**src/rtl/complex_alu_sequencer.sv**
```systemverilog
// Complex-number ALU: single-cycle add/sub/conj, four-step shared-multiplier complex multiply.
// Define COMPLEX_SAT_EN to clamp result components instead of wrapping them.
module complex_alu_sequencer (
  input  logic        clk,
  input  logic        rst,
  input  logic        start,
  input  logic [4:0]  alu_op,
  input  logic [31:0] op_a,
  input  logic [31:0] op_b,
  output logic        busy,
  output logic        done,
  output logic [31:0] result,
  output logic        err
);

`ifdef COMPLEX_SAT_EN
  localparam bit SAT_EN = 1'b1;
`else
  localparam bit SAT_EN = 1'b0;
`endif

  localparam logic [4:0] OP_ADD  = 5'b10011;
  localparam logic [4:0] OP_SUB  = 5'b10100;
  localparam logic [4:0] OP_MUL  = 5'b10101;
  localparam logic [4:0] OP_CONJ = 5'b11000;

  typedef enum logic [2:0] {
    S_IDLE, S_M_AC, S_M_BD, S_M_AD, S_M_BC, S_DONE
  } state_t;

  state_t             r_state;
  logic        [31:0] r_a;
  logic        [31:0] r_b;
  logic signed [32:0] r_acc_re;
  logic signed [32:0] r_acc_im;

  // Reduce an exact value to a 16-bit component: clamp or two's-complement wrap.
  function automatic logic [15:0] f_fmt(input logic signed [32:0] v);
    logic [15:0] o;
    o = v[15:0];
    if (SAT_EN) begin
      if (v > 33'sd32767)
        o = 16'h7FFF;
      else if (v < -33'sd32768)
        o = 16'h8000;
    end
    return o;
  endfunction

  function automatic logic signed [32:0] f_ext(input logic [15:0] x);
    return {{17{x[15]}}, x};
  endfunction

  logic signed [32:0] w_in_ar, w_in_ai, w_in_br, w_in_bi;
  logic        [31:0] w_sc_res;
  logic               w_sc_err;

  assign w_in_ar = f_ext(op_a[31:16]);
  assign w_in_ai = f_ext(op_a[15:0]);
  assign w_in_br = f_ext(op_b[31:16]);
  assign w_in_bi = f_ext(op_b[15:0]);

  always_comb begin
    w_sc_res = '0;
    w_sc_err = 1'b0;
    case (alu_op)
      OP_ADD:  w_sc_res = {f_fmt(w_in_ar + w_in_br), f_fmt(w_in_ai + w_in_bi)};
      OP_SUB:  w_sc_res = {f_fmt(w_in_ar - w_in_br), f_fmt(w_in_ai - w_in_bi)};
      OP_CONJ: w_sc_res = {f_fmt(w_in_ar), f_fmt(-w_in_ai)};
      default: w_sc_err = 1'b1;
    endcase
  end

  // Operand select for the single shared multiplier, driven by the multiply step.
  logic signed [15:0] w_mul_x, w_mul_y;
  logic signed [31:0] w_prod;
  logic signed [32:0] w_prod_x;
  logic signed [32:0] w_im_fin;

  always_comb begin
    w_mul_x = r_a[31:16];
    w_mul_y = r_b[31:16];
    case (r_state)
      S_M_BD: begin w_mul_x = r_a[15:0];  w_mul_y = r_b[15:0];  end
      S_M_AD: begin w_mul_x = r_a[31:16]; w_mul_y = r_b[15:0];  end
      S_M_BC: begin w_mul_x = r_a[15:0];  w_mul_y = r_b[31:16]; end
      default: begin w_mul_x = r_a[31:16]; w_mul_y = r_b[31:16]; end
    endcase
  end

  assign w_prod   = w_mul_x * w_mul_y;
  assign w_prod_x = {w_prod[31], w_prod};
  assign w_im_fin = r_acc_im + w_prod_x;

  always_ff @(posedge clk) begin
    if (rst) begin
      r_state  <= S_IDLE;
      r_a      <= '0;
      r_b      <= '0;
      r_acc_re <= '0;
      r_acc_im <= '0;
      busy     <= 1'b0;
      done     <= 1'b0;
      result   <= '0;
      err      <= 1'b0;
    end else begin
      case (r_state)
        S_IDLE: begin
          if (start) begin
            r_a  <= op_a;
            r_b  <= op_b;
            busy <= 1'b1;
            if (alu_op == OP_MUL) begin
              err     <= 1'b0;
              r_state <= S_M_AC;
            end else begin
              result  <= w_sc_res;
              err     <= w_sc_err;
              done    <= 1'b1;
              r_state <= S_DONE;
            end
          end
        end
        S_M_AC: begin
          r_acc_re <= w_prod_x;
          r_state  <= S_M_BD;
        end
        S_M_BD: begin
          r_acc_re <= r_acc_re - w_prod_x;
          r_state  <= S_M_AD;
        end
        S_M_AD: begin
          r_acc_im <= w_prod_x;
          r_state  <= S_M_BC;
        end
        S_M_BC: begin
          r_acc_im <= w_im_fin;
          result   <= {f_fmt(r_acc_re), f_fmt(w_im_fin)};
          done     <= 1'b1;
          r_state  <= S_DONE;
        end
        S_DONE: begin
          done    <= 1'b0;
          busy    <= 1'b0;
          r_state <= S_IDLE;
        end
        default: r_state <= S_IDLE;
      endcase
    end
  end

endmodule
```
**config.mk**
```make
export PLATFORM = sky130hd
export DESIGN_NAME = complex_alu_sequencer
export DESIGN_NICKNAME = d
export VERILOG_FILES = /design/src/rtl/complex_alu_sequencer.sv
export SDC_FILE = /design/constraint.sdc
export NUM_CORES = 1
export LEC_CHECK = 0
export CAP_MARGIN = 40
export CORE_AREA = 2 2 156 158
export CTS_CLUSTER_SIZE = 14
export DETAILED_ROUTE_END_ITERATION = 6
export DIE_AREA = 0 0 158 160
export PLACE_DENSITY = 0.81
export SETUP_SLACK_MARGIN = 0.15
export SYNTH_ARGS = -nofsm -noshare
export SYNTH_HDL_FRONTEND = slang
export SYNTH_SLANG_ARGS = --single-unit
```
**constraint.sdc**
```tcl
create_clock -name clk -period 11.6 [get_ports clk]
set_input_delay 1.74 -clock clk [delete_from_list [all_inputs] [get_ports clk]]
set_output_delay 1.74 -clock clk [all_outputs]
set_load 0.1 [all_outputs]
```
; After elaboration in Yosys (flattened, before gate mapping)
; Index checks and enable logic that the tools add are counted.
[op_classes]
reduce_logical = 13
muxes = 18
n_eq_ne = 11
multipliers = 1
n_addsub = 7
[op_table]
columns = cell, count
row1 = one-hot mux 33 bit (2 select lines), 2
row2 = one-hot mux 32 bit (3 select lines), 1
row3 = 2-to-1 mux 32 bit, 2
row4 = one-hot mux 32 bit (2 select lines), 1
row5 = adder 33 x 32 -> 33 bit, 1
row6 = subtractor 33 x 32 -> 33 bit, 1
row7 = adder 16 bit, 2
row8 = multiplier 16 x 16 -> 32 bit, 1
row9 = 2-to-1 mux 16 bit, 2
row10 = subtractor 16 bit, 2
row11 = "== test 5 bit, second input constant", 4
row12 = negator 16 bit, 1
row13 = one-hot mux 3 bit (5 select lines), 1
row14 = nonzero test 2 bit, 4
row15 = "== test 3 x 2 -> 1 bit, second input constant", 2
row16 = "== test 3 bit, second input constant", 2
row17 = 2-to-1 mux 3 bit, 2
row18 = AND reduction 3 bit, 2
row19 = 2-to-1 mux 1 bit, 5
row20 = "inequality test 2 bit, second input constant", 2
row21 = AND reduction 2 bit, 2
row22 = OR reduction 2 bit, 2
row23 = "== test 3 x 1 -> 1 bit, second input constant", 1
row24 = zero test 3 bit, 1
row25 = 4 further kinds, 4
[word_totals]
wordCells = 59
output_inout_bits = 35
regBits = 168
input_bits = 72

; Logic depth before layout (Yosys ltp)
; Gate-level depths: netlist of run 1.
[depth]
word_depth = 6
mapped_depth = 37
depth_no_buf = 34

; Least setup slack after synthesis of run 1
; No wires, ideal clock.
[synth_timing]
path_type = register to register
startpoint = register r_state[1]
endpoint = register r_acc_re[15]
synth_period_minus_slack_ps = 8645
slack_ps = 2955
stages_incl_launch_ff = 34
setup_time_ps = 77
t_arrival_ps = 8568
path_cell_list = dfxtp_1 > buf_4 > xnor2_1 > nor2_1 > clkbuf_1 > clkbuf_1 > mux2i_1 > nor2_1 > fa_1 > inv_1 > fa_1 > inv_1 > ha_1 > fa_1 > fa_1 > inv_1 > fa_1 > inv_1 > ha_1 > or2_2 > o31a_1 > o41ai_2 > xnor2_1 > inv_1 > ha_1 > or3_1 > o21ai_0 > a21oi_1 > maj3_1 > maj3_2 > maj3_1 > maj3_1 > mux2_4 > a41oi_2
[synth_via]
elab_chain_len = 6
[synth_rtl]
columns = item, line_no
row1 = start: declaration, 31  ; state_t r_state;
row2 = start signal: assignment, 97  ; r_state <= S_IDLE;
row3 = start signal: assignment, 115  ; r_state <= S_M_AC;
row4 = start signal: assignment, 120  ; r_state <= S_DONE;
row5 = "== test 3 x 2 -> 1 bit, or another cell as far along", "83, 107"
row6 = OR reduction 2 bit (no source line), --
row7 = 2-to-1 mux 16 bit, 83  ; case (r_state)
row8 = multiplier 16 x 16 -> 32 bit, 91  ; assign w_prod = w_mul_x * w_mul_y;
row9 = subtractor 33 x 32 -> 33 bit, 129  ; r_acc_re <= r_acc_re - w_prod_x;
row10 = one-hot mux 33 bit (2 select lines), 107  ; case (r_state)
row11 = end signal: assignment, 125  ; r_acc_re <= w_prod_x;
row12 = end signal: assignment, 129
row13 = end: declaration, 34  ; logic signed [32:0] r_acc_re;
; Parallel ways exist; a longest one is shown, timed or not.
; A chain may end at the register's enable or synchronous reset.

; Worst setup path in the final report of run 1
; Ends and elaborated chain as after synthesis.

==> impl_metrics.toml, run 1 <==
[global_route]
antenna_found_initial = 0
grt_pass1_vias = 13100
grt_max_degree = 62
grt_pass1_wl_microns = 70300
grtUsageTotal = 0.362
grt-ovfl-total = 0

[detailed_routing]
routed_wl_microns = 45900
wl_per_cell_microns = 20.4
drc = 0
ant_nets = 0
via_count = 13800
drtIter0Drc = 1329
routed_via_density = 6.12
drt_first_pass_iters = 6

[synthesis]
synth_area_sq_mm = 0.0139
synthArstFlopShare = 0
synthTopCellsByArea = "dfxtp_1, fa_1, ha_1"
synth_top_family_by_area = "adder cells"
synth-edff-count = 0
synth_xor_area_frac = 0.0797
netlist_instances = 1813
synthMuxAreaShare = 0.0318
syn_nets = 2089
synth_compound_area_frac = 0.188
avgSynthCellArea_sq_um = 7.68
synthAdderAreaFrac = 0.233
yosysWarnings = 0
synth-seq-cells = 134
synth_top_area_frac = 0.193
synth-seq-area-share = 0.193
yosys.area_share.simple = 0.202
ys.flop_type = "dfxtp_1"
yosys.area.top_type = "dfxtp_1"
synth_cell_types = 83

[critical_path]
reg2reg_to = "r_acc_re[15]"
cp_data_arrival_time_ns = 9.84
rrSetupSlack_ns = 2.14
worst-path-max-fanout = 18
cp_common_cell = "fa_1"
slowest_stage = "dfxtp_1"
crit_type = "flop to flop"
cp.required_ns = 11.97
rr_worst_depth = 31
rr_startpoint = "r_state[1]"
end_kind = "flop"
cpPeakStageDelay_ns = 0.76
start_kind = "flop"

[clock_network]
clk_path_buf_depth = 2
cts_sinks = 134
cts_buffers = 17
htreeDepth = 4
cts_tree = "built"
clkTransAtPathRegs_ns = 0.07
cts_resized = 0
hold_buffers = 0
clockRootBuffer = "clkbuf_16"
clk_latency_ns = 0.44
postCtsSetupBuffers = 0

[floorplan]
fp.dieW_microns = 158
rows = 57
die_h_microns = 160
core_area_sq_mm = 0.0238
initial_core_util = 0.585
die-area_sq_mm = 0.0253
io_pins = 107

[power]
p_leak_nw = 7.02
p_comb_frac = 0.495
p_int_mw = 1.29
power_density_mw_per_mm2 = 141
worst_ir_drop_vdd_uv = 119
power.share.switching = 0.444
power_mw = 2.32
seq_power_share = 0.254
power.switching_mw = 1.03
power.share.clock = 0.251

[timing]
rsz0062_at_grt = "false"
timing.slew.headroom = 0.358
min_period_over_period = 0.816
skew_ns = 0.0145
max_freq_ghz = 0.106
setup-tns-final_ns = 0
setup_violations = 0
max_slew.worst_pin.slew_ns = 0.963
fin_crit_ns = 9.46
drv_slew = 0
hold_violations = 0

[run_status]
status = "finished, final reports clean"

[worst_hold_path]
hold_path.class = "flop to flop"
min_from = "r_b[13]"
whs_path_depth = 2
hold_end = "r_b[13]"

[finish]
nNetsFinal = 2185
antennaDiodeCount = 0
syn2layout_area_growth_pct = 18.2
drive_gt1_frac = 0.0708

[placed_design]
gp_congestion = 0.983
hpwl_microns = 36100
port_buffers = 106

[flow_run]
cap_violations = 0
[state kept, by name, summed over array words and instances (netlist names)]
| name | count |
|---|---|
| busy | 1 |
| done | 1 |
| err | 1 |
| r_a | 32 |
| r_acc_im | 16 |
| r_acc_re | 16 |
| r_b | 32 |
| r_state | 3 |
| result | 32 |
[synthesized netlist by cell type, types with 13 or more instances]
cell type and instances:
a311oi_1 13, fa_1 83, ha_1 121, a221oi_1 13, xor2_1 46, clkbuf_1 72
nor3_1 41, nor2b_1 16, nor2_1 188, o211ai_1 27, a21o_1 19, a211oi_1 23
dfxtp_1 134, a21oi_1 157, inv_1 176, mux2i_1 20, nand2_1 285, nand2b_1 14
xnor2_1 66, nand3_1 24, o21ai_0 62
[power by group through the flow]
| stage | Clock (mW) | Sequential (mW) | Combinational (mW) |
|---|---|---|---|
| finish | 0.584 | 0.588 | 1.15 |
| CTS | 0.582 | 0.584 | 1.13 |
| detailed placement | 0 | 0.594 | 1.12 |
| global placement | 0 | 0.591 | 1.03 |
| floorplan | 0 | 0.665 | 0.695 |
| global route | 0.601 | 0.592 | 1.24 |
[routing by layer]
layer | vias up | track usage | part of all wire
li1 | 6357 | - | -
met2 | 717 | 0.577 | 0.46
met5 | - | 0 | 0
met4 | 0 | 0.204 | 0.060
met1 | 6510 | 0.460 | 0.39
met3 | 171 | 0.0668 | 0.089
[worst max-delay path, delay by kind of cell, from the launching register on]
family | cells | cell delay (ns)
flip-flops | 1 | 0.76
adder cells (fa/ha/maj) | 12 | 4.81
buffers and inverters | 6 | 0.77
XOR/XNOR | 2 | 0.60
multiplexers | 1 | 0.32
AO/OA/AOI/OAI | 6 | 0.77
AND/OR/NAND/NOR | 4 | 1.34
[final cells by class]
| cell class | count | area [sq um] |
|---|---|---|
| clock buffer | 17 | 425 |
| clock inverter | 15 | 206 |
| fill | 1981 | 7360 |
| inverter | 176 | 661 |
| multi-input combinational | 1420 | 10200 |
| sequential | 134 | 2680 |
| tap | 324 | 405 |
| timing repair buffer | 160 | 1830 |
[layout by cell type (no fill, tap or decap), types with 13 or more instances in the layout]
cell,count
buf_4,16
ha_1,121
clkdlybuf4s50_1,105
a21o_1,19
nor3_1,39
o21ai_0,62
a21oi_1,157
inv_1,176
fa_1,83
nand3_1,24
mux2i_1,20
a311oi_1,13
a211oi_1,23
buf_8,32
clkbuf_16,17
o211ai_1,27
nand2_1,285
nand2b_1,14
nor2b_1,16
nor2_1,187
xor2_1,46
dfxtp_1,134
a221oi_1,13
xnor2_1,66
[per-stage QoR]
| step | worst slack (ns) | utilization | area (sq um) | instances | hold slack (ns) |
|---|---|---|---|---|---|
| floorplan | 2.96 | - | 13900 | 1813 | 0.432 |
| global placement | 2.44 | 0.637 | 15200 | 2175 | 0.441 |
| detailed placement | 2.20 | 0.664 | 15800 | 2214 | 0.448 |
| CTS | 2.18 | 0.691 | 16500 | 2246 | 0.457 |
| global route | 1.53 | 0.691 | 16500 | 2246 | 0.476 |
| finish | 2.14 | 0.691 | 16500 | 2246 | 0.457 |
[worst max-delay path by stage]
stage / start / slack, ns / end / depth (start not counted)
finish: r_state[1] / 2.14 / r_acc_re[15] / 31
global route: r_state[0] / 1.53 / r_acc_re[15] / 29
CTS: r_state[1] / 2.18 / r_acc_re[15] / 31
detailed placement: r_state[1] / 2.20 / r_acc_re[15] / 31
global placement: r_state[1] / 2.44 / r_acc_re[15] / 31
floorplan: r_state[1] / 2.96 / r_acc_re[15] / 33
[kinds of logic (layout without fill, tap and decap cells)]
logic type	Yosys count	in the layout
compound gates	409	409
xor+xnor	118	118
fa+ha+maj	211	211
buf+inv	259	368
flops	134	134
mux	38	38
simple gates	644	644
(Power assumes the default switching activity.)
==> run 2: changes to the inputs <==
- CORE_AREA: 2 2 156 158 -> 2 2 163 165
- DIE_AREA: 0 0 158 160 -> 0 0 165 167
- PLACE_DENSITY: 0.81 -> 0.78
- clock period: 11.6 -> 8.3 ns (I/O delays scaled with it)
==> run 2 against run 1 <==
  * Critical path depth decreased by 1
  * Global-route usage decreased by 1.9 points
  * Count of clock-buffer cells in the layout increased by 3
  * Clock power increased by 27%
  * Critical path type unchanged
  * Core utilization decreased by 2.7 points
  * Largest power group unchanged
  * Power increased by 42%
  * Non-clock buffer count increased by 57
  * Final area increased by 3.9%
  * Worst setup slack got worse by 1.8 ns
  * Die area increased by 9.0%
  * Register-to-register slack got worse by 1.8 ns
==> impl_metrics.toml, run 2 (same netlist as run 1, synthesis figures left out) <==
[run_status]
status = "finished, final reports clean"

[power]
power.share.switching = 0.441
power_density_mw_per_mm2 = 193
power_mw = 3.30
seq_power_share = 0.249
p_comb_frac = 0.526
worst_ir_drop_vdd_uv = 135
power.switching_mw = 1.45
p_leak_nw = 7.29
p_int_mw = 1.85
power.share.clock = 0.225

[timing]
max_freq_ghz = 0.126
max_slew.worst_pin.slew_ns = 0.816
setup-tns-final_ns = 0
fin_crit_ns = 7.94
min_period_over_period = 0.957
timing.slew.headroom = 0.455
drv_slew = 0
hold_violations = 0
skew_ns = 0.0181
setup_violations = 0
rsz0062_at_grt = "true"

[detailed_routing]
drt_first_pass_iters = 6
drc = 0
ant_nets = 0
routed_wl_microns = 47500
wl_per_cell_microns = 20.5
routed_via_density = 5.98
via_count = 13900
drtIter0Drc = 1341

[critical_path]
crit_type = "flop to flop"
cp.required_ns = 8.66
start_kind = "flop"
worst-path-max-fanout = 7
end_kind = "flop"
slowest_stage = "fa_1"
cp_data_arrival_time_ns = 8.30
cpPeakStageDelay_ns = 0.53

[floorplan]
io_pins = 107
rows = 59
initial_core_util = 0.541
die-area_sq_mm = 0.0276
die_h_microns = 167
fp.dieW_microns = 165
core_area_sq_mm = 0.0258

[clock_network]
cts_buffers = 17
htreeDepth = 4
clk_latency_ns = 0.44
clockRootBuffer = "clkbuf_16"
cts_sinks = 134
clkTransAtPathRegs_ns = 0.07
clk_path_buf_depth = 2
cts_tree = "built"

[global_route]
grt_max_degree = 74
grt_pass1_vias = 13300
grt_pass1_wl_microns = 72300
antenna_found_initial = 0
grtUsageTotal = 0.343
grt-ovfl-total = 0

[finish]
reg_top3 = "r_a (32), r_b (32), result (32)"
final_common_cell = "nand2_1"
nFillCells = 2165
final_cell_mix = "nand2_1, nor2_1, inv_1"
drive_gt1_frac = 0.112
antennaDiodeCount = 0
nNetsFinal = 2243
syn2layout_area_growth_pct = 22.8

[placed_design]
gp_congestion = 0.955
hpwl_microns = 37200
port_buffers = 106

[flow_run]
cap_violations = 0

[worst_hold_path]
hold_path.class = "flop to flop"
## run 2: timing repair
action / in CTS / in global routing
pin swaps: 0 / 10
endpoints found under the setup margin: 1 / 7
endpoints found under the hold margin: 0 / 0
setup buffers: 2 / 23
gates cloned: 0 / 2
gates resized for setup: 5 / 37
hold buffers: 0 / 0
## run 2: worst max-delay path, delay by kind of cell, from the launching register on
kind / cells / cell delay [ns]
mux: 2 / 0.62
compound gates: 5 / 0.52
xor+xnor: 1 / 0.19
simple gates: 4 / 1.03
fa+ha+maj: 12 / 4.65
buf+inv: 6 / 0.43
flops: 1 / 0.43
## run 2: final timing paths
check	cells past startpoint	slack, ns	start	end
max	30	0.36	r_state[2]	r_acc_re[15]
min	2	0.47	result[24]	result[24]
min reg2reg	2	0.47	result[24]	result[24]
max reg2reg	30	0.36	r_state[2]	r_acc_re[15]
## run 2: stage by stage
stage | setup WS, ns | instance area [sq um] | util | hold WS [ns] | cells
2_1_floorplan | 0.158 | 14000 | - | 0.432 | 1813
3_3_place_gp | 0.141 | 15500 | 0.600 | 0.445 | 2218
3_5_place_dp | 0.00393 | 16100 | 0.626 | 0.449 | 2256
4_1_cts | 0.162 | 16700 | 0.649 | 0.463 | 2290
5_1_grt | 0.0723 | 17100 | 0.664 | 0.487 | 2315
6_report | 0.356 | 17100 | 0.664 | 0.465 | 2315
## run 2: area by class of cell
| type | count | area (sq um) | area share |
|---|---|---|---|
| multi-input combinational | 1421 | 10400 | 0.610 |
| sequential | 134 | 2690 | 0.157 |
| timing repair buffer | 217 | 2320 | 0.136 |
| inverter | 176 | 661 | 0.0386 |
| clock buffer | 20 | 467 | 0.0273 |
| tap | 335 | 419 | 0.0245 |
| clock inverter | 12 | 108 | 0.00629 |
## run 2: power by group through the flow
stage / registers, mW / clock network, mW / logic, mW
2_1_floorplan: 0.930 / 0 / 0.983
3_3_place_gp: 0.822 / 0 / 1.51
3_5_place_dp: 0.824 / 0 / 1.63
4_1_cts: 0.812 / 0.745 / 1.65
5_1_grt: 0.825 / 0.770 / 1.87
6_report: 0.820 / 0.742 / 1.74
## run 2: routing by layer
metal  GRT usage  up-vias  part of all wire  routed length [microns]
li1            -     6465                 -                        -
met1       0.438     6581              0.40                    18800
met2       0.566      658              0.47                    22400
met3      0.0598      146             0.083                     3960
met4       0.150        0             0.050                     2390
met5           0        -                 0                        0
==> run 3: changes to the inputs <==
- CORE_AREA: 2 2 163 165 -> 2 2 156 158
- DIE_AREA: 0 0 165 167 -> 0 0 158 160
- PLACE_DENSITY: 0.78 -> 0.81
- clock period: 8.3 -> 7.4 ns (I/O delays scaled with it)
==> run 3 against run 2 <==
  * The flow now finishes with violations (setup timing)
  * Sequential power is 13% higher
  * Die area fell by 8.3%
  * Worst setup slack got worse by 0.37 ns
  * Final area increased by 7.1%
  * Non-clock buffer count increased by 71
  * Highest routed layer unchanged
  * Sequential share of layout area decreased by 1.0 points
==> impl_metrics.toml, run 3 (same netlist as run 1, synthesis figures left out) <==
[placed_design]
placed_cell_area_sq_mm = 0.0169
port_buffers = 106
gp_congestion = 1.00
hpwl_microns = 39100
place_ws_ns = -0.323

[clock_network]
cts_tree = "built"
htreeDepth = 4
cts_buffers = 17
clockRootBuffer = "clkbuf_16"
cts_sinks = 134
hold_buffers = 0
clk_latency_ns = 0.44
clkTransAtPathRegs_ns = 0.07
clk_path_buf_depth = 2

[detailed_routing]
routed_wl_microns = 50800
routed_via_density = 6.12
drc = 0
wl_per_cell_microns = 21.4
drt_first_pass_iters = 6
via_count = 14500
ant_nets = 0
drtIter0Drc = 1541

[timing]
drv_slew = 0
hold_slack_ns = 0.454
min_period_over_period = 1.00
fin_crit_ns = 7.41
max_freq_ghz = 0.135
rsz0062_at_grt = "true"
timing.slew.headroom = 0.376
max_slew.worst_pin.slew_ns = 0.936
setup_violations = 1
skew_ns = 0.0135
fin_ws_ns = -0.0120
hold_violations = 0

[finish]
nNetsFinal = 2314
final_core_util = 0.769
antennaDiodeCount = 0
final_cell_mix = "nand2_1, nor2_1, inv_1"
syn2layout_area_growth_pct = 31.5
final_common_cell = "nand2_1"
final_area_sq_mm = 0.0183
drive_gt1_frac = 0.187
reg_top3 = "r_a (32), r_b (32), result (32)"

[critical_path]
end_kind = "flop"
rr_worst_depth = 34
reg2reg_to = "r_acc_re[15]"
cp.buffers_inverters = 10
start_kind = "flop"
cp.required_ns = 7.75
cp-startpoint = "r_state[1]"
cp_data_arrival_time_ns = 7.77
worst-path-max-fanout = 6
cpPeakStageDelay_ns = 0.51
cp_common_cell = "inv_2"
crit_type = "flop to flop"
endpoint = "r_acc_re[15]"
path_delay_family = "adder cells"
slowest_stage = "fa_1"
rr_startpoint = "r_state[1]"
rrSetupSlack_ns = -0.01
path_depth = 34

[global_route]
grt_use_met2 = 0.633
busiest_layer = "met2"
grt-ovfl-total = 0
use_met3 = 0.0692
use_met1 = 0.505
antenna_found_initial = 0
grt_pass1_vias = 14200
grtUsageTotal = 0.397
grt_max_degree = 90
grt_pass1_wl_microns = 77100

[power]
power_mw = 4.17
worst_ir_drop_vdd_uv = 169
p_int_mw = 2.35
p_leak_nw = 7.77
seq_power_share = 0.222
p_comb_frac = 0.559
power.share.switching = 0.437
power_density_mw_per_mm2 = 227
power.share.clock = 0.219
power.switching_mw = 1.82

[run_status]
status = "finished, violations left"
failed_checks = "setup timing"

[floorplan]
rows = 57
die_h_microns = 160
io_pins = 107
initial_core_util = 0.585
core_area_sq_mm = 0.0238
fp.dieW_microns = 158
die-area_sq_mm = 0.0253

[flow_run]
cap_violations = 0

[worst_hold_path]
hold_path.class = "flop to flop"
run 3: power by group through the flow:
stage | combinational, mW | clock (mW) | sequential [mW]
global placement | 1.85 | 0 | 0.922
floorplan | 1.15 | 0 | 1.05
finish | 2.33 | 0.911 | 0.924
detailed placement | 2.00 | 0 | 0.926
CTS | 2.13 | 0.907 | 0.915
global route | 2.47 | 0.942 | 0.930
run 3: metal layers:
layer / vias up / part of all wire
met5: - / 0
met4: 0 / 0.072
met3: 219 / 0.094
met2: 866 / 0.46
met1: 6857 / 0.38
li1: 6601 / -
run 3: final cells by class:
cell class              count  area [sq um]
repair buffers            288          2900
multi-input cells        1421         11000
clock buffers              17           425
clock inverters            15           204
well taps                 324           405
inverters                 176           661
flip-flops and latches    134          2690
fillers                  1730          5510
run 3: worst min-delay path by stage:
stage | from | endpoint | depth (start not counted)
final | r_b[13] | r_b[13] | 2
after detailed placement | r_b[13] | r_b[13] | 2
after CTS | r_b[13] | r_b[13] | 2
after global placement | result[24] | result[24] | 2
after global routing | r_b[13] | r_b[13] | 2
after floorplan | r_b[15] | r_b[15] | 2
run 3: what timing repair did:
action                     CTS  global route
cloned                       1             0
buffers inserted            21             1
setup endpoints to repair   11            12
pin swaps                   44            32
gates resized for setup     63            66
run 3: per-stage QoR:
step | TNS [ns] | cells
2_1_floorplan | -0.127 | 1813
3_3_place_gp | -0.298 | 2282
3_5_place_dp | -1.20 | 2320
4_1_cts | -0.0184 | 2374
5_1_grt | -1.37 | 2375
6_report | -0.0120 | 2375
run 3: tightest hold or removal path: cells and delay by family (launching register included):
family,cells,cell delay (ns)
DFF,1,0.31
and+or+nand+nor,1,0.05
AOI/OAI and AO/OA,1,0.05
